## config.mk

```make
export PLATFORM = sky130hd
export DESIGN_NAME = fifo_flagged_flat
export DESIGN_NICKNAME = d
export VERILOG_FILES = /design/src/rtl/fifo_pkg.sv /design/src/rtl/fifo_flagged_if.sv /design/src/rtl/fifo_ram.sv /design/src/rtl/fifo_flagged.sv /design/src/flat_wrapper.sv
export SDC_FILE = /design/constraint.sdc
export NUM_CORES = 1
export LEC_CHECK = 0
export CAP_MARGIN = 25
export CORE_AREA = 2 2 77 79
export CTS_BUF_LIST = sky130_fd_sc_hd__clkbuf_2 sky130_fd_sc_hd__clkbuf_4 sky130_fd_sc_hd__clkbuf_8
export CTS_CLUSTER_DIAMETER = 60
export DETAILED_ROUTE_END_ITERATION = 16
export DIE_AREA = 0 0 79 81
export SLEW_MARGIN = 10
export SYNTH_ARGS = -nofsm -noshare
export SYNTH_HDL_FRONTEND = slang
export SYNTH_SLANG_ARGS = --single-unit
export TNS_END_PERCENT = 30
```

## constraint.sdc

```tcl
create_clock -name clock -period 2.4 [get_ports clock]
set_input_delay 0.48 -clock clock [delete_from_list [all_inputs] [get_ports clock]]
set_output_delay 0.48 -clock clock [all_outputs]
set_load 0.02 [all_outputs]
```

## src/rtl/fifo_pkg.sv

```systemverilog
// Shared definitions for the flagged FIFO: counter sizing and the read-mode selector.
package fifo_pkg;

    typedef enum logic {
        READ_REGISTERED = 1'b0,
        READ_FWFT       = 1'b1
    } read_mode_e;

    // Occupancy counter must represent 0..depth inclusive.
    function automatic int cnt_width(input int depth);
        return $clog2(depth + 1);
    endfunction

endpackage

```

## src/rtl/fifo_flagged_if.sv

```systemverilog
// Handshake/status bundle between a FIFO (slave) and its user (master).
interface fifo_flagged_if
    import fifo_pkg::*;
#(
    parameter int WIDTH = 8,
    parameter int DEPTH = 4
);
    localparam int CW = cnt_width(DEPTH);

    logic             clear;
    logic             push;
    logic [WIDTH-1:0] data_in;
    logic             pop;
    logic [WIDTH-1:0] data_out;
    logic             valid_out;
    logic             full;
    logic             empty;
    logic             almost_full;
    logic             almost_empty;
    logic [CW-1:0]    count;
    logic             overflow;
    logic             underflow;

    modport master (
        output clear, push, data_in, pop,
        input  data_out, valid_out, full, empty, almost_full, almost_empty,
               count, overflow, underflow
    );

    modport slave (
        input  clear, push, data_in, pop,
        output data_out, valid_out, full, empty, almost_full, almost_empty,
               count, overflow, underflow
    );

endinterface

```

## src/rtl/fifo_ram.sv

```systemverilog
// Storage array for the FIFO: one synchronous write port, one asynchronous read port, no reset.
module fifo_ram #(
    parameter int WIDTH = 8,
    parameter int DEPTH = 4
) (
    input  logic                     i_clk,
    input  logic                     i_we,
    input  logic [$clog2(DEPTH)-1:0] i_waddr,
    input  logic [WIDTH-1:0]         i_wdata,
    input  logic [$clog2(DEPTH)-1:0] i_raddr,
    output logic [WIDTH-1:0]         o_rdata
);

    logic [WIDTH-1:0] r_mem [DEPTH];

    always_ff @(posedge i_clk) begin
        if (i_we) begin
            r_mem[i_waddr] <= i_wdata;
        end
    end

    assign o_rdata = r_mem[i_raddr];

endmodule

```

## src/rtl/fifo_flagged.sv

```systemverilog
// Synchronous FIFO with registered or fall-through read, threshold flags,
// occupancy count, sticky overflow/underflow and a synchronous flush.
module fifo_flagged
    import fifo_pkg::*;
#(
    parameter int WIDTH        = 8,
    parameter int DEPTH        = 4,
    parameter int FWFT         = 0,
    parameter int AFULL_LEVEL  = DEPTH - 1,
    parameter int AEMPTY_LEVEL = 1
) (
    input  logic          clock,
    input  logic          resetn,
    fifo_flagged_if.slave bus
);

    localparam int AW = $clog2(DEPTH);
    localparam int CW = cnt_width(DEPTH);
    localparam read_mode_e MODE = (FWFT != 0) ? READ_FWFT : READ_REGISTERED;
    localparam logic [CW-1:0] FULL_C   = CW'(DEPTH);
    localparam logic [CW-1:0] AFULL_C  = CW'(AFULL_LEVEL);
    localparam logic [CW-1:0] AEMPTY_C = CW'(AEMPTY_LEVEL);

    generate
        if (DEPTH < 2 || (DEPTH & (DEPTH - 1)) != 0) begin : g_bad_depth
            $error("fifo_flagged: DEPTH must be a power of two >= 2");
        end
        if (AFULL_LEVEL < 1 || AFULL_LEVEL > DEPTH) begin : g_bad_afull
            $error("fifo_flagged: AFULL_LEVEL must lie in 1..DEPTH");
        end
        if (AEMPTY_LEVEL < 0 || AEMPTY_LEVEL > DEPTH - 1) begin : g_bad_aempty
            $error("fifo_flagged: AEMPTY_LEVEL must lie in 0..DEPTH-1");
        end
        if (WIDTH < 1) begin : g_bad_width
            $error("fifo_flagged: WIDTH must be >= 1");
        end
    endgenerate

    logic [AW-1:0]    r_wr_ptr;
    logic [AW-1:0]    r_rd_ptr;
    logic [CW-1:0]    r_count;
    logic             r_overflow;
    logic             r_underflow;

    logic             w_full;
    logic             w_empty;
    logic             w_pop_ok;
    logic             w_push_ok;
    logic             w_we;
    logic [WIDTH-1:0] w_rdata;

    assign w_full    = (r_count == FULL_C);
    assign w_empty   = (r_count == '0);
    assign w_pop_ok  = bus.pop & ~w_empty;
    // A pop in the same cycle frees the slot, so a full FIFO can still accept.
    assign w_push_ok = bus.push & (~w_full | w_pop_ok);
    assign w_we      = w_push_ok & ~bus.clear;

    fifo_ram #(
        .WIDTH(WIDTH),
        .DEPTH(DEPTH)
    ) u_ram (
        .i_clk   (clock),
        .i_we    (w_we),
        .i_waddr (r_wr_ptr),
        .i_wdata (bus.data_in),
        .i_raddr (r_rd_ptr),
        .o_rdata (w_rdata)
    );

    always_ff @(posedge clock or negedge resetn) begin
        if (!resetn) begin
            r_wr_ptr    <= '0;
            r_rd_ptr    <= '0;
            r_count     <= '0;
            r_overflow  <= 1'b0;
            r_underflow <= 1'b0;
        end else if (bus.clear) begin
            r_wr_ptr    <= '0;
            r_rd_ptr    <= '0;
            r_count     <= '0;
            r_overflow  <= 1'b0;
            r_underflow <= 1'b0;
        end else begin
            if (w_push_ok) begin
                r_wr_ptr <= r_wr_ptr + AW'(1);
            end
            if (w_pop_ok) begin
                r_rd_ptr <= r_rd_ptr + AW'(1);
            end
            case ({w_push_ok, w_pop_ok})
                2'b10:   r_count <= r_count + CW'(1);
                2'b01:   r_count <= r_count - CW'(1);
                default: r_count <= r_count;
            endcase
            if (bus.push && !w_push_ok) begin
                r_overflow <= 1'b1;
            end
            if (bus.pop && w_empty) begin
                r_underflow <= 1'b1;
            end
        end
    end

    generate
        if (MODE == READ_FWFT) begin : g_fwft
            assign bus.data_out  = w_empty ? '0 : w_rdata;
            assign bus.valid_out = ~w_empty;
        end else begin : g_registered
            logic [WIDTH-1:0] r_data_out;
            logic             r_valid_out;

            always_ff @(posedge clock or negedge resetn) begin
                if (!resetn) begin
                    r_data_out  <= '0;
                    r_valid_out <= 1'b0;
                end else if (bus.clear) begin
                    r_data_out  <= '0;
                    r_valid_out <= 1'b0;
                end else if (w_pop_ok) begin
                    r_data_out  <= w_rdata;
                    r_valid_out <= 1'b1;
                end else begin
                    r_data_out  <= '0;
                    r_valid_out <= 1'b0;
                end
            end

            assign bus.data_out  = r_data_out;
            assign bus.valid_out = r_valid_out;
        end
    endgenerate

    assign bus.full         = w_full;
    assign bus.empty        = w_empty;
    assign bus.almost_full  = (r_count >= AFULL_C);
    assign bus.almost_empty = (r_count <= AEMPTY_C);
    assign bus.count        = r_count;
    assign bus.overflow     = r_overflow;
    assign bus.underflow    = r_underflow;

endmodule

```

## src/flat_wrapper.sv

```systemverilog
// flat-port wrapper written by rule: the top's interface ports become plain ports
module fifo_flagged_flat import fifo_pkg::*;
#(
    parameter int WIDTH        = 8,
    parameter int DEPTH        = 4,
    parameter int FWFT         = 0,
    parameter int AFULL_LEVEL  = DEPTH - 1,
    parameter int AEMPTY_LEVEL = 1
)
  (clock, resetn, bus_clear, bus_push, bus_data_in, bus_pop, bus_data_out, bus_valid_out, bus_full, bus_empty, bus_almost_full, bus_almost_empty, bus_count, bus_overflow, bus_underflow);
  fifo_flagged_if #(.WIDTH(WIDTH), .DEPTH(DEPTH)) bus_i ();
  input  logic clock;
  input  logic resetn;
  input wire logic [$bits(bus_i.clear)-1:0] bus_clear;
  input wire logic [$bits(bus_i.push)-1:0] bus_push;
  input wire logic [$bits(bus_i.data_in)-1:0] bus_data_in;
  input wire logic [$bits(bus_i.pop)-1:0] bus_pop;
  output wire logic [$bits(bus_i.data_out)-1:0] bus_data_out;
  output wire logic [$bits(bus_i.valid_out)-1:0] bus_valid_out;
  output wire logic [$bits(bus_i.full)-1:0] bus_full;
  output wire logic [$bits(bus_i.empty)-1:0] bus_empty;
  output wire logic [$bits(bus_i.almost_full)-1:0] bus_almost_full;
  output wire logic [$bits(bus_i.almost_empty)-1:0] bus_almost_empty;
  output wire logic [$bits(bus_i.count)-1:0] bus_count;
  output wire logic [$bits(bus_i.overflow)-1:0] bus_overflow;
  output wire logic [$bits(bus_i.underflow)-1:0] bus_underflow;
  assign bus_i.clear = bus_clear;
  assign bus_i.push = bus_push;
  assign bus_i.data_in = bus_data_in;
  assign bus_i.pop = bus_pop;
  assign bus_data_out = bus_i.data_out;
  assign bus_valid_out = bus_i.valid_out;
  assign bus_full = bus_i.full;
  assign bus_empty = bus_i.empty;
  assign bus_almost_full = bus_i.almost_full;
  assign bus_almost_empty = bus_i.almost_empty;
  assign bus_count = bus_i.count;
  assign bus_overflow = bus_i.overflow;
  assign bus_underflow = bus_i.underflow;
  fifo_flagged #(.WIDTH(WIDTH), .DEPTH(DEPTH), .FWFT(FWFT), .AFULL_LEVEL(AFULL_LEVEL), .AEMPTY_LEVEL(AEMPTY_LEVEL)) u_core (.clock(clock), .resetn(resetn), .bus(bus_i));
endmodule
```

==> out/metrics.csv, run 1 <==
stage,metric,value,unit
global_route,first_global_vias,1251,
routing,drt_iter0_drc,53,
routing,wirelength,3790,µm
sta,finalMaxSlewViolations,0,
final_layout,utilization,46.3,%
routing,drc_errors,0,
placement,pre_cts_ws,0.0725,ns
final_layout,seqCellArea,1410,µm²
logic_synthesis,yosys_warnings,0,
logic_synthesis,ys.flop_type,edfxtp_1,
global_route,grt_first_pass_wirelength,6270,µm
final_layout,drive_above_1_share,15.9,%
final_layout,layout_commonest_cell,edfxtp_1,
global_route,antenna_found_initial,0,
placement,place_hpwl,2640,µm
logic_synthesis,ys_ff_latch,50,
setup_path,required,1.92,ns
clocking,numCtsBuffers,5,
logic_synthesis,synth.avg_cell_area,15.3,µm²
setup_path,worst_setup_path_end_kind,output port,
logic_synthesis,synthTopCellsByArea,"edfxtp_1 45%, dfrtp_1 21%, mux4_2 7.3%",
logic_synthesis,syn_nets,161,
setup_path,start_kind,register,
sta,maxClockFrequency,0.439,GHz
sta,postLayoutSetupSlackWorst,0.124,ns
placement,io_buffers,30,
logic_synthesis,synth_area,2150,µm²
floorplanning,dieArea,6400,µm²
final_layout,final_nets,196,
logic_synthesis,syn_inst,140,
sta,rsz0062_at_grt,false,
final_layout,area_growth_syn_to_layout,22.3,%
logic_synthesis,synth.distinct_cells,35,
pwr,powerDensity,934,nW/µm²
floorplanning,ioPinCount,31,
routing,ant_nets,0,
routing,dr.pass1.iters,4,
setup_path,critical_path.max_fanout,4,
placement,dpl_cell_area,2530,µm²
sta,relSlewSlack,62.1,%
placement,dp_cells,243,
clocking,postCtsSetupBuffers,0,
logic_synthesis,async_flop_share,36.0,%
placement,place.gp.congestion,0.802,
sta,setup_viol_count_final,0,
logic_synthesis,synth_top_area_share,44.8,%
clocking,clockRootBuffer,clkbuf_8,
final_layout,stdcell_count,251,
pwr,ir_worst_vdd,0.387,mV
logic_synthesis,synth_top_area_cell,edfxtp_1,
pwr,power.total,2.45,mW
floorplanning,core,5680,µm²
sta,timing.final.crit_period,2.28,ns
sta,worstMarginPinSlew,0.569,ns
logic_synthesis,synth_edf_count,32,
clocking,clkLatencyLatePin,0.30,ns
clocking,clockBufferDepth,2,
routing,routedWlPerCell,15.1,µm
floorplanning,start_util,37.8,%
global_route,grt_use_total,13.5,%
final_layout,multi_input_area,653,µm²
hold_path,worstHoldPathType,input port to asynchronous set/reset pin,
sta,hold_viol_final,0,
logic_synthesis,yosysSeqAreaShare,65.7,%
global_route,grt_max_degree,19,
clocking,clkTransAtPathRegs,0.09,ns
pwr,p_leak,0.979,nW
outcome,status,completed,
final_layout,diodes,0,
job,cap_viol_max_count,0,
floorplanning,die_x,79,µm
final_layout,layout_common_cells,"32 x edfxtp_1, 28 x clkdlybuf4s50_1, 17 x dfrtp_1, 11 x nor2b_1",
setup_path,crit_arrival,1.80,ns
sta,fin_tns_setup,0,ns
setup_path,crit_type,register to output port,
sta,fin_skew,0.00627,ns
clocking,htree_levels,2,
floorplanning,row_count,28,
sta,whs,0.513,ns
final_layout,final_cell_area,2630,µm²
clocking,cts_tree,built,
floorplanning,die_h,81,µm
clocking,cts.sinks,50,
sta,min_period_over_period,94.8,%
global_route,grt-ovfl-total,0,
routing,routed_via_density,4.77,
final_layout,nFillCells,512,
routing,vias,1197,
==> power by group <==
part	internal, mW	switching (mW)
logic	0.432	0.423
registers	1.01	0.105
clock network	0.217	0.267
total	1.66	0.795
==> kinds of logic (layout without fill, tap and decap cells) <==
logic type / count (synthesis) / after routing / synth area share (%)
flops: 50 / 50 / 65.7
fa+ha+maj: 8 / 8 / 4.66
compound gates: 18 / 18 / 5.42
simple gates: 38 / 38 / 10.8
buf+inv: 16 / 52 / 3.85
xor+xnor: 1 / 1 / 0.408
mux: 9 / 9 / 9.09
==> worst max-delay path: stages (launching register included) <==
cell and delay [ns]:
dfrtp_1 0.41, inv_1 0.12, ha_1 0.23, and2_1 0.14, clkdlybuf4s50_1 0.60
==> final timing paths <==
check	to	from	cells past startpoint	slack [ns]
hold / removal	u_core.bus.data_out[6]	resetn	2	0.51
setup / recovery	bus_full	u_core.bus.count[0]	4	0.12
min in group clock	u_core.bus.underflow	u_core.bus.underflow	2	0.51
hold reg to reg	u_core.bus.underflow	u_core.bus.underflow	2	0.51
setup reg to reg	u_core.u_ram.r_mem[0][1]	u_core.bus.count[1]	5	0.32
max in group asynchronous	u_core.bus.count[2]	resetn	2	1.66
==> per-layer routing <==
layer	up-vias	GRT usage, %	share of wire, %
met5	-	0	0
met4	0	5.69	1.7
met2	31	22.2	49
met1	579	17.2	45
met3	6	3.33	4.5
li1	581	-	-
==> state kept, by name, indices dropped and copies added (netlist names) <==
signal / count
u_core.bus.count: 3
u_core.bus.data_out: 8
u_core.bus.overflow: 1
u_core.bus.underflow: 1
u_core.bus.valid_out: 1
u_core.r_rd_ptr: 2
u_core.r_wr_ptr: 2
u_core.u_ram.r_mem: 32
==> what timing repair did <==
item	CTS	global route
endpoints found under the hold margin	0	0
hold buffers	0	0
resized for setup	1	2
endpoints found under the setup margin	1	1
cloned	0	0
==> Yosys cell counts (2+ instances only) <==
master	count
and2_1	5
mux4_2	7
a21oi_1	7
buf_6	2
o21ai_0	6
ha_1	8
nor2_1	8
inv_1	6
edfxtp_1	32
inv_2	2
dfrtp_1	18
or4_1	2
nor2b_1	11
buf_2	3
or3_1	3
==> cell type report <==
cell class	instances	share of cell area (%)
Clock buffer	6	2.91
Clock inverter	2	0.572
Inverter	9	1.38
Multi-Input combinational cell	74	24.9
Sequential cell	50	53.8
Tap cell	75	3.57
Timing Repair Buffer	35	12.9
Note: power is estimated with default switching activity, not from simulation.
==> inputs of run 2 (changes only) <==
--- a/config.mk
+++ b/config.mk
@@ -8,7 +8,6 @@
 export CAP_MARGIN = 25
 export CORE_AREA = 2 2 77 79
 export CTS_BUF_LIST = sky130_fd_sc_hd__clkbuf_2 sky130_fd_sc_hd__clkbuf_4 sky130_fd_sc_hd__clkbuf_8
-export CTS_CLUSTER_DIAMETER = 60
 export DETAILED_ROUTE_END_ITERATION = 16
 export DIE_AREA = 0 0 79 81
 export SLEW_MARGIN = 10
==> results of run 2 <==
No change in the layout: final DEF, timing and power equal those of run 1.
